## config.mk

```make
export PLATFORM = sky130hd
export DESIGN_NAME = decode_xor_scanner_flat
export DESIGN_NICKNAME = d
export VERILOG_FILES = /design/src/rtl/decode_xor_scanner_if.sv /design/src/rtl/decode_xor_scanner.sv /design/src/flat_wrapper.sv
export SDC_FILE = /design/constraint.sdc
export NUM_CORES = 1
export LEC_CHECK = 0
export CAP_MARGIN = 20
export CORE_MARGIN = 1.5
export CORE_UTILIZATION = 35
export DETAILED_ROUTE_END_ITERATION = 6
export MAX_ROUTING_LAYER = met4
export PLACE_DENSITY = 0.57
export SLEW_MARGIN = 5
export SYNTH_ARGS = -nofsm -noshare
export SYNTH_HDL_FRONTEND = slang
export SYNTH_SLANG_ARGS = --single-unit
```

## constraint.sdc

```tcl
create_clock -name clk -period 8.58 [get_ports clk]
set_clock_uncertainty 0.15 [all_clocks]
set_input_delay 0.858 -clock clk [delete_from_list [all_inputs] [get_ports clk]]
set_output_delay 0.858 -clock clk [all_outputs]
set_load 0.005 [all_outputs]
```

## src/rtl/decode_xor_scanner_if.sv

```systemverilog
// Bus interface for decode_xor_scanner.
// Carries the pushbutton, scan request, memory write port and all result
// outputs. master = driver side (host/testbench), slave = the scanner.
//   pb, start, wr_en, wr_addr, wr_data : master -> slave
//   busy, done, wr_err, mode, led      : slave  -> master
interface decode_xor_scanner_if #(
   parameter int unsigned SEL_W  = 3,
   parameter int unsigned DEPTH  = 8,
   parameter int unsigned DATA_W = 8
);
   localparam int unsigned OH_W   = 1 << SEL_W;
   localparam int unsigned ADDR_W = (DEPTH > 1) ? $clog2(DEPTH) : 1;

   logic              pb;
   logic              start;
   logic              wr_en;
   logic [ADDR_W-1:0] wr_addr;
   logic [DATA_W-1:0] wr_data;
   logic              busy;
   logic              done;
   logic              wr_err;
   logic [1:0]        mode;
   logic [OH_W-1:0]   led;

   modport master (
      output pb, start, wr_en, wr_addr, wr_data,
      input  busy, done, wr_err, mode, led
   );

   modport slave (
      input  pb, start, wr_en, wr_addr, wr_data,
      output busy, done, wr_err, mode, led
   );
endinterface

```

## src/rtl/decode_xor_scanner.sv

```systemverilog
// decode_xor_scanner: scans a small memory, XOR-accumulates the one-hot
// decode of each word's low SEL_W bits, then latches the XOR word, its
// parity and its popcount. A debounced pushbutton cycles the LED display
// between those three results.
// Ports:
//   clk  : clock
//   rst  : asynchronous active-high reset
//   bus  : decode_xor_scanner_if.slave (pb, start, write port, busy, done,
//          wr_err, mode, led)
module decode_xor_scanner #(
   parameter int unsigned SEL_W   = 3,
   parameter int unsigned DEPTH   = 8,
   parameter int unsigned DATA_W  = 8,
   parameter int unsigned DEB_CYC = 4
) (
   input logic                  clk,
   input logic                  rst,
   decode_xor_scanner_if.slave  bus
);
   localparam int unsigned OH_W   = 1 << SEL_W;
   localparam int unsigned ADDR_W = (DEPTH > 1) ? $clog2(DEPTH) : 1;
   localparam int unsigned CNT_W  = (DEB_CYC > 1) ? $clog2(DEB_CYC) : 1;
   localparam logic [ADDR_W-1:0] LAST_IDX = ADDR_W'(DEPTH - 1);
   localparam logic [CNT_W-1:0]  CNT_LAST = CNT_W'(DEB_CYC - 1);

   typedef enum logic [1:0] {IDLE, SCAN, PAR, DONE} state_t;

   state_t            state, state_nx;
   logic [DATA_W-1:0] mem [DEPTH];
   logic [OH_W-1:0]   acc;
   logic [ADDR_W-1:0] index;
   logic [OH_W-1:0]   xor_q;
   logic              par_q;
   logic [OH_W-1:0]   pop_q;
   logic              busy_q, done_q, wr_err_q;
   logic [1:0]        mode_q;
   logic [OH_W-1:0]   led_q;
   logic              sync1, sync2, deb_q;
   logic [CNT_W-1:0]  deb_cnt;

   logic              clr_c, scan_c, par_c, busy_nx_c, done_nx_c;
   logic              wr_ok_c, rise_c;
   logic [SEL_W-1:0]  sel_c;
   logic [OH_W-1:0]   onehot_c, pop_c;

   assign bus.busy   = busy_q;
   assign bus.done   = done_q;
   assign bus.wr_err = wr_err_q;
   assign bus.mode   = mode_q;
   assign bus.led    = led_q;

   // Writes are refused while a scan is running so the scan sees a frozen memory.
   assign wr_ok_c  = bus.wr_en && !busy_q && (32'(bus.wr_addr) < DEPTH);
   assign sel_c    = mem[index][SEL_W-1:0];
   assign onehot_c = OH_W'(1) << sel_c;

   // Population count of the accumulator.
   always_comb begin
      pop_c = '0;
      for (int unsigned i = 0; i < OH_W; i++) begin
         pop_c = pop_c + OH_W'(acc[i]);
      end
   end

   // FSM state register.
   always_ff @(posedge clk or posedge rst) begin
      if (rst) state <= IDLE;
      else     state <= state_nx;
   end

   // FSM next-state logic.
   always_comb begin
      state_nx = state;
      case (state)
         IDLE, DONE: if (bus.start) state_nx = SCAN;
         SCAN:       if (index == LAST_IDX) state_nx = PAR;
         PAR:        state_nx = DONE;
         default:    state_nx = IDLE;
      endcase
   end

   // FSM output decode; done only counts once DONE is held, so it lines up
   // with the registered led.
   always_comb begin
      clr_c     = 1'b0;
      scan_c    = 1'b0;
      par_c     = 1'b0;
      busy_nx_c = (state_nx == SCAN) || (state_nx == PAR);
      done_nx_c = (state == DONE) && (state_nx == DONE);
      case (state)
         IDLE, DONE: clr_c  = bus.start;
         SCAN:       scan_c = 1'b1;
         PAR:        par_c  = 1'b1;
         default:    ;
      endcase
   end

   // Memory array, cleared on reset.
   always_ff @(posedge clk or posedge rst) begin
      if (rst) begin
         for (int unsigned i = 0; i < DEPTH; i++) mem[i] <= '0;
      end else if (wr_ok_c) begin
         mem[bus.wr_addr] <= bus.wr_data;
      end
   end

   // Scan datapath, result latches and status flags.
   always_ff @(posedge clk or posedge rst) begin
      if (rst) begin
         acc      <= '0;
         index    <= '0;
         xor_q    <= '0;
         par_q    <= 1'b0;
         pop_q    <= '0;
         busy_q   <= 1'b0;
         done_q   <= 1'b0;
         wr_err_q <= 1'b0;
      end else begin
         busy_q   <= busy_nx_c;
         done_q   <= done_nx_c;
         wr_err_q <= bus.wr_en && !wr_ok_c;
         if (clr_c) begin
            acc   <= '0;
            index <= '0;
         end else if (scan_c) begin
            acc   <= acc ^ onehot_c;
            index <= (index == LAST_IDX) ? '0 : index + ADDR_W'(1);
         end
         if (par_c) begin
            xor_q <= acc;
            par_q <= ^acc;
            pop_q <= pop_c;
         end
      end
   end

   // Two-flop synchroniser and debouncer: a new level is taken only after
   // DEB_CYC consecutive samples differ from the accepted level.
   always_ff @(posedge clk or posedge rst) begin
      if (rst) begin
         sync1   <= 1'b0;
         sync2   <= 1'b0;
         deb_q   <= 1'b0;
         deb_cnt <= '0;
      end else begin
         sync1 <= bus.pb;
         sync2 <= sync1;
         if (sync2 == deb_q) begin
            deb_cnt <= '0;
         end else if (deb_cnt == CNT_LAST) begin
            deb_q   <= sync2;
            deb_cnt <= '0;
         end else begin
            deb_cnt <= deb_cnt + CNT_W'(1);
         end
      end
   end

   assign rise_c = sync2 && !deb_q && (deb_cnt == CNT_LAST);

   // Display mode and registered LED output; the unreachable mode 3 shows
   // zero and wraps to 0 on the next press.
   always_ff @(posedge clk or posedge rst) begin
      if (rst) begin
         mode_q <= 2'd0;
         led_q  <= '0;
      end else begin
         if (rise_c) mode_q <= (mode_q >= 2'd2) ? 2'd0 : mode_q + 2'd1;
         case (mode_q)
            2'd0:    led_q <= xor_q;
            2'd1:    led_q <= OH_W'(par_q);
            2'd2:    led_q <= pop_q;
            default: led_q <= '0;
         endcase
      end
   end
endmodule

```

## src/flat_wrapper.sv

```systemverilog
// flat-port wrapper written by rule: the top's interface ports become plain ports
module decode_xor_scanner_flat 
#(
   parameter int unsigned SEL_W   = 3,
   parameter int unsigned DEPTH   = 8,
   parameter int unsigned DATA_W  = 8,
   parameter int unsigned DEB_CYC = 4
)
  (clk, rst, bus_pb, bus_start, bus_wr_en, bus_wr_addr, bus_wr_data, bus_busy, bus_done, bus_wr_err, bus_mode, bus_led);
  decode_xor_scanner_if #(.SEL_W(SEL_W), .DEPTH(DEPTH), .DATA_W(DATA_W)) bus_i ();
  input logic clk;
  input logic rst;
  input wire logic [$bits(bus_i.pb)-1:0] bus_pb;
  input wire logic [$bits(bus_i.start)-1:0] bus_start;
  input wire logic [$bits(bus_i.wr_en)-1:0] bus_wr_en;
  input wire logic [$bits(bus_i.wr_addr)-1:0] bus_wr_addr;
  input wire logic [$bits(bus_i.wr_data)-1:0] bus_wr_data;
  output wire logic [$bits(bus_i.busy)-1:0] bus_busy;
  output wire logic [$bits(bus_i.done)-1:0] bus_done;
  output wire logic [$bits(bus_i.wr_err)-1:0] bus_wr_err;
  output wire logic [$bits(bus_i.mode)-1:0] bus_mode;
  output wire logic [$bits(bus_i.led)-1:0] bus_led;
  assign bus_i.pb = bus_pb;
  assign bus_i.start = bus_start;
  assign bus_i.wr_en = bus_wr_en;
  assign bus_i.wr_addr = bus_wr_addr;
  assign bus_i.wr_data = bus_wr_data;
  assign bus_busy = bus_i.busy;
  assign bus_done = bus_i.done;
  assign bus_wr_err = bus_i.wr_err;
  assign bus_mode = bus_i.mode;
  assign bus_led = bus_i.led;
  decode_xor_scanner #(.SEL_W(SEL_W), .DEPTH(DEPTH), .DATA_W(DATA_W), .DEB_CYC(DEB_CYC)) u_core (.clk(clk), .rst(rst), .bus(bus_i));
endmodule
```

# Yosys cells after proc, flatten, opt, wreduce, memory -nomap -nowiden
# Cells that the tools add are included.
# totals
out_inout_bits,13
register_bits,112
# classes
n_shift,1
eq_ne,11
addsub,10
magnitude_cmp,4
bitwise,4
reduce_logical,16
mux,21
# op_table
operator,n
$bwmux 64,1
$add 8x1->8,6
$bmux 8 s3,1
$demux 8 s3,1
$mux 8,3
$pmux 8 s3,1
$mux 3,5
$eq 2x2->1 const B,6
$mux 2,5
$ge 4x4->1 const B,2
$not 3->4,2
$reduce_xor 8->1,1
$shl 1x3->8 const A,1
$xor 8x8->8,1
$eq 2x1->1 const B,3
$logic_and 1x1->1,6
$pmux 2 s3,1
$add 2x1->2 const B,2
$logic_not 2->1,2
$lt 4x1->1 const B,1
$add 3x1->3 const B,1
$eq 3x3->1 const B,1
$logic_not 1->1,3
$mux 1,3
other kinds (8),8

# Longest topological paths before layout
# logic_depth
word_depth,8
ltp_mapped,9
ltp_nobuf,9

# Worst setup path before layout
# OpenSTA, ideal clock, no wires.
# synth_path
path_type,reg2reg
startpoint,reg u_core.acc[0]
endpoint,reg u_core.pop_q[1]
path_stages_with_launch,9
t_arrival_ps,2752
setup_slack_ps,5553
setup_ps,125
path_buffers,0
synth_period_minus_slack_ps,3027
cell_sequence,dfrtp_1 -> ha_1 -> inv_1 -> fa_1 -> fa_1 -> inv_1 -> fa_1 -> fa_1 -> mux2_2
# synth_between
elab_chain_len,7
# synth_lines
item,line_no,text
start: declaration,decode_xor_scanner.sv:30,logic [OH_W-1:0] acc;
start signal: assignment,decode_xor_scanner.sv:126,acc <= acc ^ onehot_c;
$add 1x1->2,decode_xor_scanner.sv:61,pop_c = pop_c + OH_W'(acc[i]);
$add 8x1->8 (6 in a row),decode_xor_scanner.sv:61,
net u_core.pop_c[1],decode_xor_scanner.sv:44,"logic [OH_W-1:0] onehot_c, pop_c;"
end signal: assignment,decode_xor_scanner.sv:132,pop_q <= pop_c;
end: declaration,decode_xor_scanner.sv:34,logic [OH_W-1:0] pop_q;
# The timed path passes the listed nets, and every way through them passes these cells.
# A chain may end at the register's enable or synchronous reset.

# Worst setup path in the final report
# Same ends and word-level chain as after synthesis.

==> impl_results.md <==
* First-pass GRT wire length at approximately 9800 um
* Hold Vio Cnt, Final at 0
* Post-synth top area cell: dfrtp_1
* Max-slew violation count at 0
* Num CTS Buffers at 9
* Area contributors post-synth: dfrtp_1 53%, mux2_2 13%, ha_1 4.3%, mux2i_1 3.8%, mux4_2 2.8%
* P_int at between 0.8 and 0.9 mW
* Max_cap viols at 0
* Initial antenna violation count at 0
* Status: finished clean
* Setup violations, final at 0
* PortBufs at 23
* Clk_lat worst skew at ~0.34 ns
* Post-Syn Area per Cell at between 10 and 15 um2
* CTS tree: yes
* CTS resizes at 0
* Proportion of layout cells with a drive suffix above 1 at about a fifth
* Post-Layout Cell Count at just under 400
* CP startpoint kind: register
* Final WL at roughly 5500 um
* Comb power frac at between 30% and 40%
* Inst Count DP at around 380
* Mapped Cells at between 200 and 300
* Die X at 98.3 um
* Sw frac at 32.8%
* Die area at approximately 9700 um2
* Max clock buf depth at 2
* Number of DRC markers in iteration 0 at 44
* 1st-pass router iterations at 4
* R2R Path Start: u_core.acc[0]
* Filler cell count at about 840
* CTS root buffer: clkbuf_8
* CP Capture Type: register
* Mapped Area at about 3200 um2
* Die height at ~98 um
* Worst-path cell chain: ha_1 > inv_1 > fa_1 > fa_1 > inv_1 > fa_1 > fa_1 > mux2_2
* Final ANT Viol Nets at 0
* Top_reg_cell synth: dfrtp_1
* WP buf/inv at 2
* Hold path start: u_core.sync1
* Period minus WS final at 3.15 ns
* Flop pwr share at between 40 and 50%
* Vias in the first global route at 2078
* Yosys top cell area share at between 50% and 60%
* Critical Path Max Stage Delay at ~0.49 ns
* EDFF count, synth at 0
* Arrival time worst endpoint at 3.23 ns
* Core area at between 8000 and 9000 um2
* Leak at around 1.6 nW
* Sequential share of the synthesized area at roughly 53%
* Initial core utilization at 36.3%
* Post-synthesis async set-or-reset flop share at between 90% and 100%
* Total gr overflow at 0
* Vias at 1948
* Number of synthesized register bits at ~70
* Final nets at between 300 and 400
* Num Clock Sinks at 68
* Core Rows at 34
* Mapped Nets at roughly 290
* Antenna Cells at 0
* Final worst-path cycle share at between 30% and 40%
* Top Family by Delay on Critical Path: adder cells
* VDD IR max at ~0.00014 V
* Gpl congestion at between 0.7 and 0.8
* RSZ-0062 raised after global routing: false
* Area grow syn2layout at 16.2%
* Commonest non-fill, non-tap cell in the layout: dfrtp_1
* # IOs at 29
* Most frequent cells in the layout: 68 x dfrtp_1, 38 x mux2_2, 23 x clkdlybuf4s50_1, 15 x inv_1
* CP Class: register to register
* FMAX at around 0.32 GHz
* Distinct cell type count after synthesis at 31
* Cell mode on critical path: fa_1
* Gr usage total at a little over an eighth
* Critical path's slowest cell: fa_1
* Residual DRC at 0
* Hold Path Class: register to register
* DP HPWL at 3740 um
* Clock share of power at a little under 20%
* Setup tns final at 0 ns
* WL/cell at approximately 14 um
* Critical Path Start: u_core.acc[0]
* Relative slew slack at 43.0%
* Yosys warning total at 0
* Cell Pwr Density at 352 nW/um2
* Average via count per standard cell at ~5
* Clock H-tree levels at 3
* Slew @ Worst Pin at roughly 0.86 ns
* Clock-pin slew on the worst setup and hold paths at roughly 0.07 ns
* Psw at 0.427 mW
* Worst path required time at roughly 8.7 ns
* Crit-path max FO at 4
* Largest net degree at the start of global routing at just under 70
* Hold buffer count at CTS at 0
* Post-CTS Setup Bufs at 0
==> Yosys cell counts (all sizes together) (3+ instances only) <==
cell type / number
dfrtp: 68
ha: 11
mux2: 38
mux4: 4
nor3b: 3
mux2i: 12
clkbuf: 7
o21ai: 12
a21oi: 13
nand2: 11
nor2: 13
or3: 8
xnor2: 6
and2: 7
nand3b: 5
fa: 4
inv: 16
==> layer usage <==
| layer | wire, um | global-route usage, % | share of wire, % | vias up |
|---|---|---|---|---|
| met2 | 2560 | 20.9 | 47 | 25 |
| met1 | 2620 | 15.9 | 48 | 981 |
| li1 | - | - | - | 932 |
| met4 | 91 | 5.53 | 1.7 | 0 |
| met3 | 188 | 4.51 | 3.4 | 10 |
| met5 | 0 | - | 0 | - |
==> worst paths after layout <==
| path | endpoint | slack (ns) | depth (start not counted) |
|---|---|---|---|
| setup / recovery | u_core.pop_q[1] | 5.43 | 8 |
| hold / removal | u_core.sync2 | 0.21 | 0 |
| setup reg to reg | u_core.pop_q[1] | 5.43 | 8 |
| hold reg to reg | u_core.sync2 | 0.21 | 0 |
| max in group asynchronous | u_core.mem[0] | 6.79 | 3 |
| min in group asynchronous | u_core.deb_q | 0.94 | 3 |
==> layout make-up <==
type | instances | area (um2) | area share (%)
Clock buffer | 13 | 149 | 4.03
Clock inverter | 2 | 35.0 | 0.948
Inverter | 16 | 60.1 | 1.62
Multi-Input combinational cell | 162 | 1380 | 37.3
Sequential cell | 68 | 1700 | 46.0
Tap cell | 108 | 135 | 3.66
Timing Repair Buffer | 24 | 238 | 6.43
==> flip-flops by register name (all words and copies together), names as in the netlist <==
register and cells:
u_core.acc 8, u_core.bus.busy 1, u_core.bus.done 1, u_core.bus.led 8
u_core.bus.mode 2, u_core.bus.wr_err 1, u_core.deb_cnt 2, u_core.deb_q 1
u_core.index 3, u_core.mem 24, u_core.par_q 1, u_core.pop_q 4
u_core.state 2, u_core.sync1 1, u_core.sync2 1, u_core.xor_q 8
==> per-stage QoR <==
stage                     hold slack [ns]  setup slack, ns  instance area, um2  utilization (%)  power [mW]
final                               0.212             5.43                3700             42.2        1.30
after global routing                0.222             5.33                3700             42.2        1.42
after CTS                           0.213             5.41                3700             42.2        1.32
after detailed placement            0.187             5.41                3510             40.1        1.06
after global placement              0.195             5.46                3510             40.1        1.04
after floorplan                     0.181             5.55                3180                -       0.913
==> power by group through the flow <==
stage,clock network (mW),logic [mW],registers [mW]
after floorplan,0,0.392,0.521
after global placement,0,0.477,0.568
after detailed placement,0,0.490,0.573
after CTS,0.263,0.492,0.567
after global routing,0.278,0.553,0.589
final,0.255,0.483,0.564
==> cells by family after synthesis <==
group                      share of synthesized area [%]
AOI/OAI and AO/OA                                   5.35
xor gates and xnor gates                            1.93
adders and majority gates                           6.84
buffers and inverters                               3.22
DFF                                                 53.5
muxes                                               20.1
and+or+nand+nor                                     9.12
Power figures use the tool's default switching activity.
